## config.mk

```make
export PLATFORM = sky130hd
export DESIGN_NAME = sa_output_drain
export DESIGN_NICKNAME = d
export VERILOG_FILES = /design/src/rtl/sa_output_drain.sv
export SDC_FILE = /design/constraint.sdc
export NUM_CORES = 1
export LEC_CHECK = 0
export ABC_AREA = 0
export BUFFER_PORTS_ARGS = -buffer_cell sky130_fd_sc_hd__clkbuf_2
export CORE_MARGIN = 2
export CORE_UTILIZATION = 40
export CTS_CLUSTER_SIZE = 8
export DETAILED_ROUTE_END_ITERATION = 8
export GPL_TIMING_DRIVEN = 0
export PLACE_DENSITY = 0.61
export SETUP_SLACK_MARGIN = 0.05
export SLEW_MARGIN = 20
export SYNTH_ARGS = -nofsm -noshare
export SYNTH_HDL_FRONTEND = slang
export SYNTH_SLANG_ARGS = --single-unit
```

## constraint.sdc

```tcl
create_clock -name clk -period 4.6 [get_ports clk]
set_input_delay 0.92 -clock clk [delete_from_list [all_inputs] [get_ports clk]]
set_output_delay 0.92 -clock clk [all_outputs]
set_load 0.02 [all_outputs]
```

## src/rtl/sa_output_drain.sv

```systemverilog
// Deskews column-skewed systolic partial sums into full rows and writes one row per memory word.
// i_valid to memory write is NUM_COLS cycles; no backpressure, one row per cycle sustained.
module sa_output_drain #(
    parameter int ADD_DATAWIDTH = 32,
    parameter int NUM_COLS      = 4,
    parameter int MEM_ROWS      = 8,
    localparam int AW = (MEM_ROWS > 1) ? $clog2(MEM_ROWS) : 1,
    localparam int RW = ADD_DATAWIDTH * NUM_COLS
) (
    input  logic          clk,
    input  logic          rst,
    input  logic          i_start,
    input  logic [AW-1:0] i_base_addr,
    input  logic [AW:0]   i_num_rows,
    input  logic          i_valid,
    input  logic [RW-1:0] i_psum,
    output logic          o_cenb,
    output logic          o_wenb,
    output logic [AW-1:0] o_addr,
    output logic [RW-1:0] o_data,
    output logic          o_busy,
    output logic          o_done,
    output logic          o_err
);

    localparam logic [1:0] ST_IDLE    = 2'd0;
    localparam logic [1:0] ST_CAPTURE = 2'd1;
    localparam logic [1:0] ST_FLUSH   = 2'd2;
    localparam logic [1:0] ST_DONE    = 2'd3;

    localparam logic [AW:0] DEPTH = (AW+1)'(MEM_ROWS);
    localparam logic [AW:0] ONE   = (AW+1)'(1);

    logic [1:0]    state_q, state_d;
    logic [AW-1:0] base_q;
    logic [AW:0]   rows_q, accepted_q, written_q;
    logic          cenb_q, err_q;
    logic [AW-1:0] addr_q;
    logic [RW-1:0] data_q;

    logic          tag_in, tag_out;
    logic [RW-1:0] row_aligned;
    logic [AW:0]   wr_sum;
    logic [AW-1:0] wr_addr;

    // Only rows arriving while capturing and still within the job count get a write tag.
    assign tag_in = i_valid && (state_q == ST_CAPTURE) && (accepted_q < rows_q);

    if (NUM_COLS > 1) begin : g_tag
        logic [NUM_COLS-2:0] tag_q;
        always_ff @(posedge clk) begin
            if (rst) begin
                tag_q <= '0;
            end else begin
                tag_q[0] <= tag_in;
                for (int k = 1; k < NUM_COLS-1; k++) tag_q[k] <= tag_q[k-1];
            end
        end
        assign tag_out = tag_q[NUM_COLS-2];
    end else begin : g_notag
        assign tag_out = tag_in;
    end

    // Column j shows up j cycles late, so it needs NUM_COLS-1-j stages to line up with the last column.
    for (genvar j = 0; j < NUM_COLS; j++) begin : g_col
        localparam int D = NUM_COLS - 1 - j;
        if (D == 0) begin : g_pass
            assign row_aligned[ADD_DATAWIDTH*(j+1)-1 -: ADD_DATAWIDTH] =
                i_psum[ADD_DATAWIDTH*(j+1)-1 -: ADD_DATAWIDTH];
        end else begin : g_dly
            logic [ADD_DATAWIDTH-1:0] dly_q [D];
            always_ff @(posedge clk) begin
                dly_q[0] <= i_psum[ADD_DATAWIDTH*(j+1)-1 -: ADD_DATAWIDTH];
                for (int k = 1; k < D; k++) dly_q[k] <= dly_q[k-1];
            end
            assign row_aligned[ADD_DATAWIDTH*(j+1)-1 -: ADD_DATAWIDTH] = dly_q[D-1];
        end
    end

    assign wr_sum  = {1'b0, base_q} + written_q;
    assign wr_addr = (wr_sum >= DEPTH) ? AW'(wr_sum - DEPTH) : AW'(wr_sum);

    always_comb begin
        state_d = state_q;
        case (state_q)
            ST_IDLE:    if (i_start) state_d = (i_num_rows == '0) ? ST_DONE : ST_CAPTURE;
            ST_CAPTURE: if (tag_in && (accepted_q + ONE == rows_q)) state_d = ST_FLUSH;
            ST_FLUSH:   if (!cenb_q && (written_q == rows_q)) state_d = ST_DONE;
            default:    state_d = ST_IDLE;
        endcase
    end

    always_ff @(posedge clk) begin
        if (rst) begin
            state_q    <= ST_IDLE;
            base_q     <= '0;
            rows_q     <= '0;
            accepted_q <= '0;
            written_q  <= '0;
            cenb_q     <= 1'b1;
            addr_q     <= '0;
            data_q     <= '0;
            err_q      <= 1'b0;
        end else begin
            state_q <= state_d;
            if ((state_q == ST_IDLE) && i_start) begin
                base_q     <= i_base_addr;
                rows_q     <= i_num_rows;
                accepted_q <= '0;
                written_q  <= '0;
            end else begin
                if (tag_in)  accepted_q <= accepted_q + ONE;
                if (tag_out) written_q  <= written_q + ONE;
            end
            if (i_valid && !tag_in) begin
                err_q <= 1'b1;
            end else if ((state_q == ST_IDLE) && i_start) begin
                err_q <= 1'b0;
            end
            cenb_q <= !tag_out;
            if (tag_out) begin
                addr_q <= wr_addr;
                data_q <= row_aligned;
            end
        end
    end

    assign o_cenb = cenb_q;
    assign o_wenb = cenb_q;
    assign o_addr = addr_q;
    assign o_data = data_q;
    assign o_busy = (state_q == ST_CAPTURE) || (state_q == ST_FLUSH);
    assign o_done = (state_q == ST_DONE);
    assign o_err  = err_q;

endmodule
```

Word-level counts from Yosys, hierarchy flattened
Memory sizes are Yosys's and may differ from the RTL's. A register that Yosys moved wholly into a read port is not among the register bits.
Index checks and enable logic that the tools add are counted.
W data, S select, Z words.
{ "totals": {"ff_bits": 153, "ram_bits": 192, "in_bits": 139, "output_inout_bits": 136, "wordCells": 50, "mem_count": 3} }
{ "mem_list": {"columns": ["name", "depth", "word_bits", "read_ports", "rd_ports_with_merged_regs", "wr", "line", "source"], "rows": [
  ["g_col[0].g_dly.dly_q", 3, 32, 3, 1, 3, "71", "logic [ADD_DATAWIDTH-1:0] dly_q [D];"],
  ["g_col[1].g_dly.dly_q", 2, 32, 2, 1, 2, "71", null],
  ["g_col[2].g_dly.dly_q", 1, 32, 1, 1, 1, "71", null]
]} }
{ "op_classes": {"add_sub_neg": 4, "magnitude_cmp": 2, "n_eq_ne": 8, "n_mux": 8, "reduce_logical": 15} }
{ "op_table": {"columns": ["operator", "count"], "rows": [
  ["$add A4 B1 Y4 const B", 2],
  ["$eq A4 B4 Y1", 2],
  ["$mux W2", 4],
  ["$logic_and A1 B1 Y1", 6],
  ["$pmux W2 S3", 1],
  ["$add A3 B4 Y4", 1],
  ["$eq A2 B2 Y1 const B", 2],
  ["$ge A4 B4 Y1 const B", 1],
  ["$logic_not A4 Y1", 1],
  ["$lt A4 B4 Y1", 1],
  ["$ne A2 B2 Y1 const B", 2],
  ["$logic_not A1 Y1", 3],
  ["$mux W3", 1],
  ["$reduce_and A3 Y1", 1],
  ["$sub A3 B1 Y3 const B", 1],
  ["$eq A2 B1 Y1 const B", 1],
  ["$logic_not A2 Y1", 1],
  ["$mux W1", 2],
  ["$ne A2 B1 Y1 const B", 1],
  ["$reduce_bool A2 Y1", 1],
  ["$reduce_or A2 Y1", 1],
  ["$logic_or A1 B1 Y1", 1]
]} }

Depth between registers and ports, before layout
{ "logic_depth": {"ltp_word": 6, "depth_mapped": 7, "mapped_depth_nobuf": 7} }

Worst setup path before layout
Ideal clock, no wire load.
{ "synth_timing": {"path_type": "input to register", "from": "in i_valid", "to": "reg state_q[0]", "setup_time_ps": 131, "arrival_ps": 1893, "t_required_ps": 4469, "slack_ps": 2576, "stages": 5, "path_buffers": 0, "path_cell_list": "nor2b_1 -> inv_1 -> o41a_1 -> o311ai_1 -> o41ai_1"} }
{ "synth_between": {"elab_chain_len": 5} }
{ "synth_lines": {"columns": ["element", "line", "source"], "rows": [
  ["start, declared", "15", "input logic i_valid,"],
  ["$logic_and A1 B1 Y1 (2 in a row)", "47", "assign tag_in = i_valid && (state_q == ST_CAPTURE) && (accepted_q < rows_q);"],
  ["$logic_and A1 B1 Y1", "87", "ST_CAPTURE: if (tag_in && (accepted_q + ONE == rows_q)) state_d = ST_FLUSH;"],
  ["$ne A2 B1 Y1 (no line)", null, null],
  ["$reduce_and A3 Y1 (no line)", null, null],
  ["end signal, assigned", "105", "state_q <= state_d;"],
  ["end, declared", "34", "logic [1:0] state_q, state_d;"]
]} }
No other way between the ends.
A chain may end at the register's enable or synchronous reset.

Worst setup path in the final report
{ "layout_timing": {"from": "reg state_q[1]", "to": "out o_busy"} }
{ "layout_between": {"elab_chain_len": 2, "elab_cells_between_ends": 3, "cone_classes": "2 x eq/ne; 1 x reduce/logical"} }
{ "layout_lines": {"columns": ["element", "line", "source"], "rows": [
  ["$eq A2 B1 Y1 or $eq A2 B2 Y1 (tied branches)", "132", "assign o_busy = (state_q == ST_CAPTURE) || (state_q == ST_FLUSH);"],
  ["$logic_or A1 B1 Y1 (*)", "132", null],
  ["end, declared", "21", "output logic o_busy,"]
]} }
Mark *: on every way between the ends. The rest lies on a longest branch, timed or not.

==> out/qor.json <==
{
  "synthesis_stage_register_bit_count": {"value": 345},
  "cp_data_arrival_time": {"value": 1470, "unit": "ps"},
  "start_util": {"value": 40.82, "unit": "%"},
  "post_route_cells_drive_above_1_share": {"value": 30.98, "unit": "%"},
  "cap_violations": {"value": 0},
  "grt-ovfl-total": {"value": 0},
  "finalMaxSlewViolations": {"value": 0},
  "antenna_found_initial": {"value": 0},
  "cp_data_required_time": {"value": 3680, "unit": "ps"},
  "critical_path.startpoint_type": {"value": "flip-flop"},
  "clock_sink_count": {"value": 345},
  "synthesis.area_per_instance": {"value": 12.74, "unit": "um2"},
  "min_delay_path_depth": {"value": 0},
  "slew_headroom": {"value": 39.89, "unit": "%"},
  "final-setup-viol-count": {"value": 0},
  "hold_slack": {"value": 313.1, "unit": "ps"},
  "endpoint_kind": {"value": "output pin"},
  "holdBufCountCts": {"value": 0},
  "synthesis.yosys.warnings": {"value": 0},
  "synth.cells.most_frequent": {"value": "dfxtp_1 (345), nor2_1 (144), mux2i_1 (130)"},
  "async_flop_share": {"value": 0, "unit": "%"},
  "number_of_resized_instances_in_the_post_cts_repair_step": {"value": 0},
  "fin_worst_skew": {"value": 10.91, "unit": "ps"},
  "fp.coreArea": {"value": 23470, "unit": "um2"},
  "vdd_drop_max": {"value": 325.2, "unit": "uV"},
  "synth_edf_count": {"value": 0},
  "track_usage": {"value": 15.97, "unit": "%"},
  "final_cell_area": {"value": 12640, "unit": "um2"},
  "tns": {"value": 0, "unit": "ps"},
  "shortest_clock_period_the_worst_path_allows_after_layout": {"value": 2394, "unit": "ps"},
  "vias_in_the_first_global_route": {"value": 6118},
  "fraction_of_the_cycle_the_final_worst_path_needs": {"value": 52.04, "unit": "%"},
  "floorplan.die.width": {"value": 158.8, "unit": "um"},
  "yosys.cell_count.top_type": {"value": "dfxtp_1"},
  "numCtsBuffers": {"value": 49},
  "drtIter0Drc": {"value": 257},
  "globalplace.congestion": {"value": 0.8110},
  "drt_pre_antenna_iters": {"value": 4},
  "timing.critical_path.fanout_max": {"value": 4},
  "synth_top_cells_by_area": {"value": "dfxtp_1 (72%), mux2i_1 (14%), nor2_1 (5.6%)"},
  "clock.fmax": {"value": 417.7, "unit": "MHz"},
  "synth_top_area_cell": {"value": "dfxtp_1"},
  "finalCoreUtilization": {"value": 53.87, "unit": "%"},
  "placed_area": {"value": 11340, "unit": "um2"},
  "port-buffer-count": {"value": 272},
  "synth_cell_type_count": {"value": 33},
  "tritoncts": {"value": "yes"},
  "final_nets": {"value": 1226},
  "wl_per_cell": {"value": 14.56, "unit": "um"},
  "grt_pass1_wl": {"value": 32170, "unit": "um"},
  "antennaDiodeCount": {"value": 0},
  "synth_top_cell_area_share": {"value": 72.08, "unit": "%"},
  "route.final.wire_length": {"value": 20340, "unit": "um"},
  "hold_path_class": {"value": "reg2reg"},
  "syn-num-nets": {"value": 903},
  "dp.final_hpwl": {"value": 14470, "unit": "um"},
  "cts_post_setup_buffers_inserted": {"value": 0},
  "synth_top_flop_cell": {"value": "dfxtp_1"},
  "timing.final.hold_violations": {"value": 0},
  "detailroute.via_count": {"value": 6103},
  "layout-area-overhead-vs-synth": {"value": 31.97, "unit": "%"},
  "die_height": {"value": 158.8, "unit": "um"},
  "ctsHtreeMaxLevel": {"value": 2},
  "max-clock-path-buffers": {"value": 3},
  "cts.clk_slew.worst_paths": {"value": 50, "unit": "ps"},
  "post_drt_via_cell_ratio": {"value": 4.369},
  "rsz0062_at_grt": {"value": "false"},
  "worst-slew-pin-transition": {"value": 901.6, "unit": "ps"},
  "syn-instance-count": {"value": 752},
  "floorplan.io_pins": {"value": 275},
  "cellLeakagePower": {"value": 5.422, "unit": "nW"},
  "fin_total_pwr": {"value": 6.561, "unit": "mW"},
  "r2r_cells": {"value": 5},
  "synth-seq-area-share": {"value": 72.08, "unit": "%"},
  "timing.setup.critical_path_class": {"value": "reg2out"},
  "outcome": {"value": "complete, no violations"},
  "power.density": {"value": 518.9, "unit": "nW/um2"},
  "clock-root-buffer": {"value": "clkbuf_16"},
  "syn-cell-area": {"value": 9582, "unit": "um2"},
  "insertion_delay": {"value": 530, "unit": "ps"},
  "fp.dieArea": {"value": 25210, "unit": "um2"},
  "drt.antenna.violating_nets": {"value": 0},
  "grt_start_max_net_pins": {"value": 14},
  "drcViolationCount": {"value": 0},
  "row_count": {"value": 56}
}
## worst paths after layout
check                              start                          end  slack (ps)
max                           state_q[1]                       o_busy        2210
min reg2reg  g_col[1].g_dly.dly_q[0][13]  g_col[1].g_dly.dly_q[1][13]         310
max reg2reg               g_tag.tag_q[2]                  o_data[122]        2340
min          g_col[1].g_dly.dly_q[0][13]  g_col[1].g_dly.dly_q[1][13]         310
## metrics by stage
| step | cells | worst slack, ps |
|---|---|---|
| after global placement | 1343 | 1676 |
| after detailed placement | 1343 | 1670 |
| after floorplan | 752 | 2576 |
| after global routing | 1397 | 2054 |
| after CTS | 1397 | 2188 |
| final | 1397 | 2206 |
## cell type report
cell class | count | area, um2
Timing Repair Buffer | 272 | 1361
Clock inverter | 3 | 47.55
Sequential cell | 345 | 6907
Multi-Input combinational cell | 361 | 2490
Clock buffer | 51 | 1255
Tap cell | 319 | 399.1
Fill cell | 2114 | 10830
Buffer | 35 | 143.9
Inverter | 11 | 41.29
## placed cells by master (no fill, tap or decap)
cell type | netlist | routed
or2_1 | 1 | 1
o41ai_1 | 1 | 1
o31a_1 | 1 | 1
buf_2 | 7 | 7
buf_1 | 8 | 8
dfxtp_1 | 345 | 345
nor2b_1 | 4 | 4
a21oi_1 | 11 | 11
clkinv_16 | 0 | 1
nor3_1 | 1 | 1
clkinv_4 | 0 | 1
a22oi_1 | 1 | 1
ha_1 | 11 | 11
nand2b_1 | 2 | 2
o311ai_1 | 1 | 1
buf_4 | 1 | 1
nand4_1 | 2 | 2
clkbuf_2 | 0 | 272
nand2_1 | 14 | 14
a211oi_1 | 2 | 2
xnor2_1 | 10 | 10
clkbuf_16 | 0 | 50
nor2_1 | 144 | 144
o41a_1 | 1 | 1
xor2_1 | 5 | 5
nor4_1 | 1 | 1
inv_1 | 11 | 11
fa_1 | 1 | 1
o31ai_1 | 2 | 2
clkbuf_1 | 19 | 20
o41ai_2 | 1 | 1
mux2i_1 | 130 | 130
or3_1 | 1 | 1
nor3b_1 | 1 | 1
nand3_1 | 10 | 10
o21ai_1 | 1 | 1
xor3_1 | 1 | 1
inv_6 | 0 | 1
## logic make-up (layout without fill, tap and decap cells)
family                     Yosys count  count (layout)  share of synthesized area [%]
AOI/OAI and AO/OA                   22              22                          1.580
xor gates and xnor gates            16              16                          1.619
adders and majority gates           12              12                          1.645
buffers and inverters               46             372                          1.933
DFF                                345             345                          72.08
muxes                              130             130                          13.58
and+or+nand+nor                    181             181                          7.561
## where the power goes
part / internal (mW) / leakage, nW / switching [mW] / total, mW
logic: 0.144 / 1.93 / 0.201 / 0.344
registers: 3.12 / 2.85 / 0.0461 / 3.17
clock network: 1.90 / 0.637 / 1.15 / 3.05
total: 5.16 / 5.42 / 1.40 / 6.56
## metal layers
layer / global-route usage [%] / wire (um)
met2: 26.68 / 9580
met5: 0 / 0
met3: 5.355 / 1695
met4: 6.464 / 518
met1: 18.90 / 8544
## registers in the layout, summed over array words and instances, names as in the netlist, 3 cells and up
| register | flops |
|---|---|
| o_data | 128 |
| g_col.g_dly.dly_q | 192 |
| g_tag.tag_q | 3 |
| written_q | 4 |
| o_addr | 3 |
| accepted_q | 4 |
| base_q | 3 |
| rows_q | 4 |
## critical path: stages (launching register included)
cell      delay [ps]
dfxtp_1          390
inv_1             90
ha_1             300
clkbuf_2         170
No activity file was read; power rests on OpenSTA's default activity.
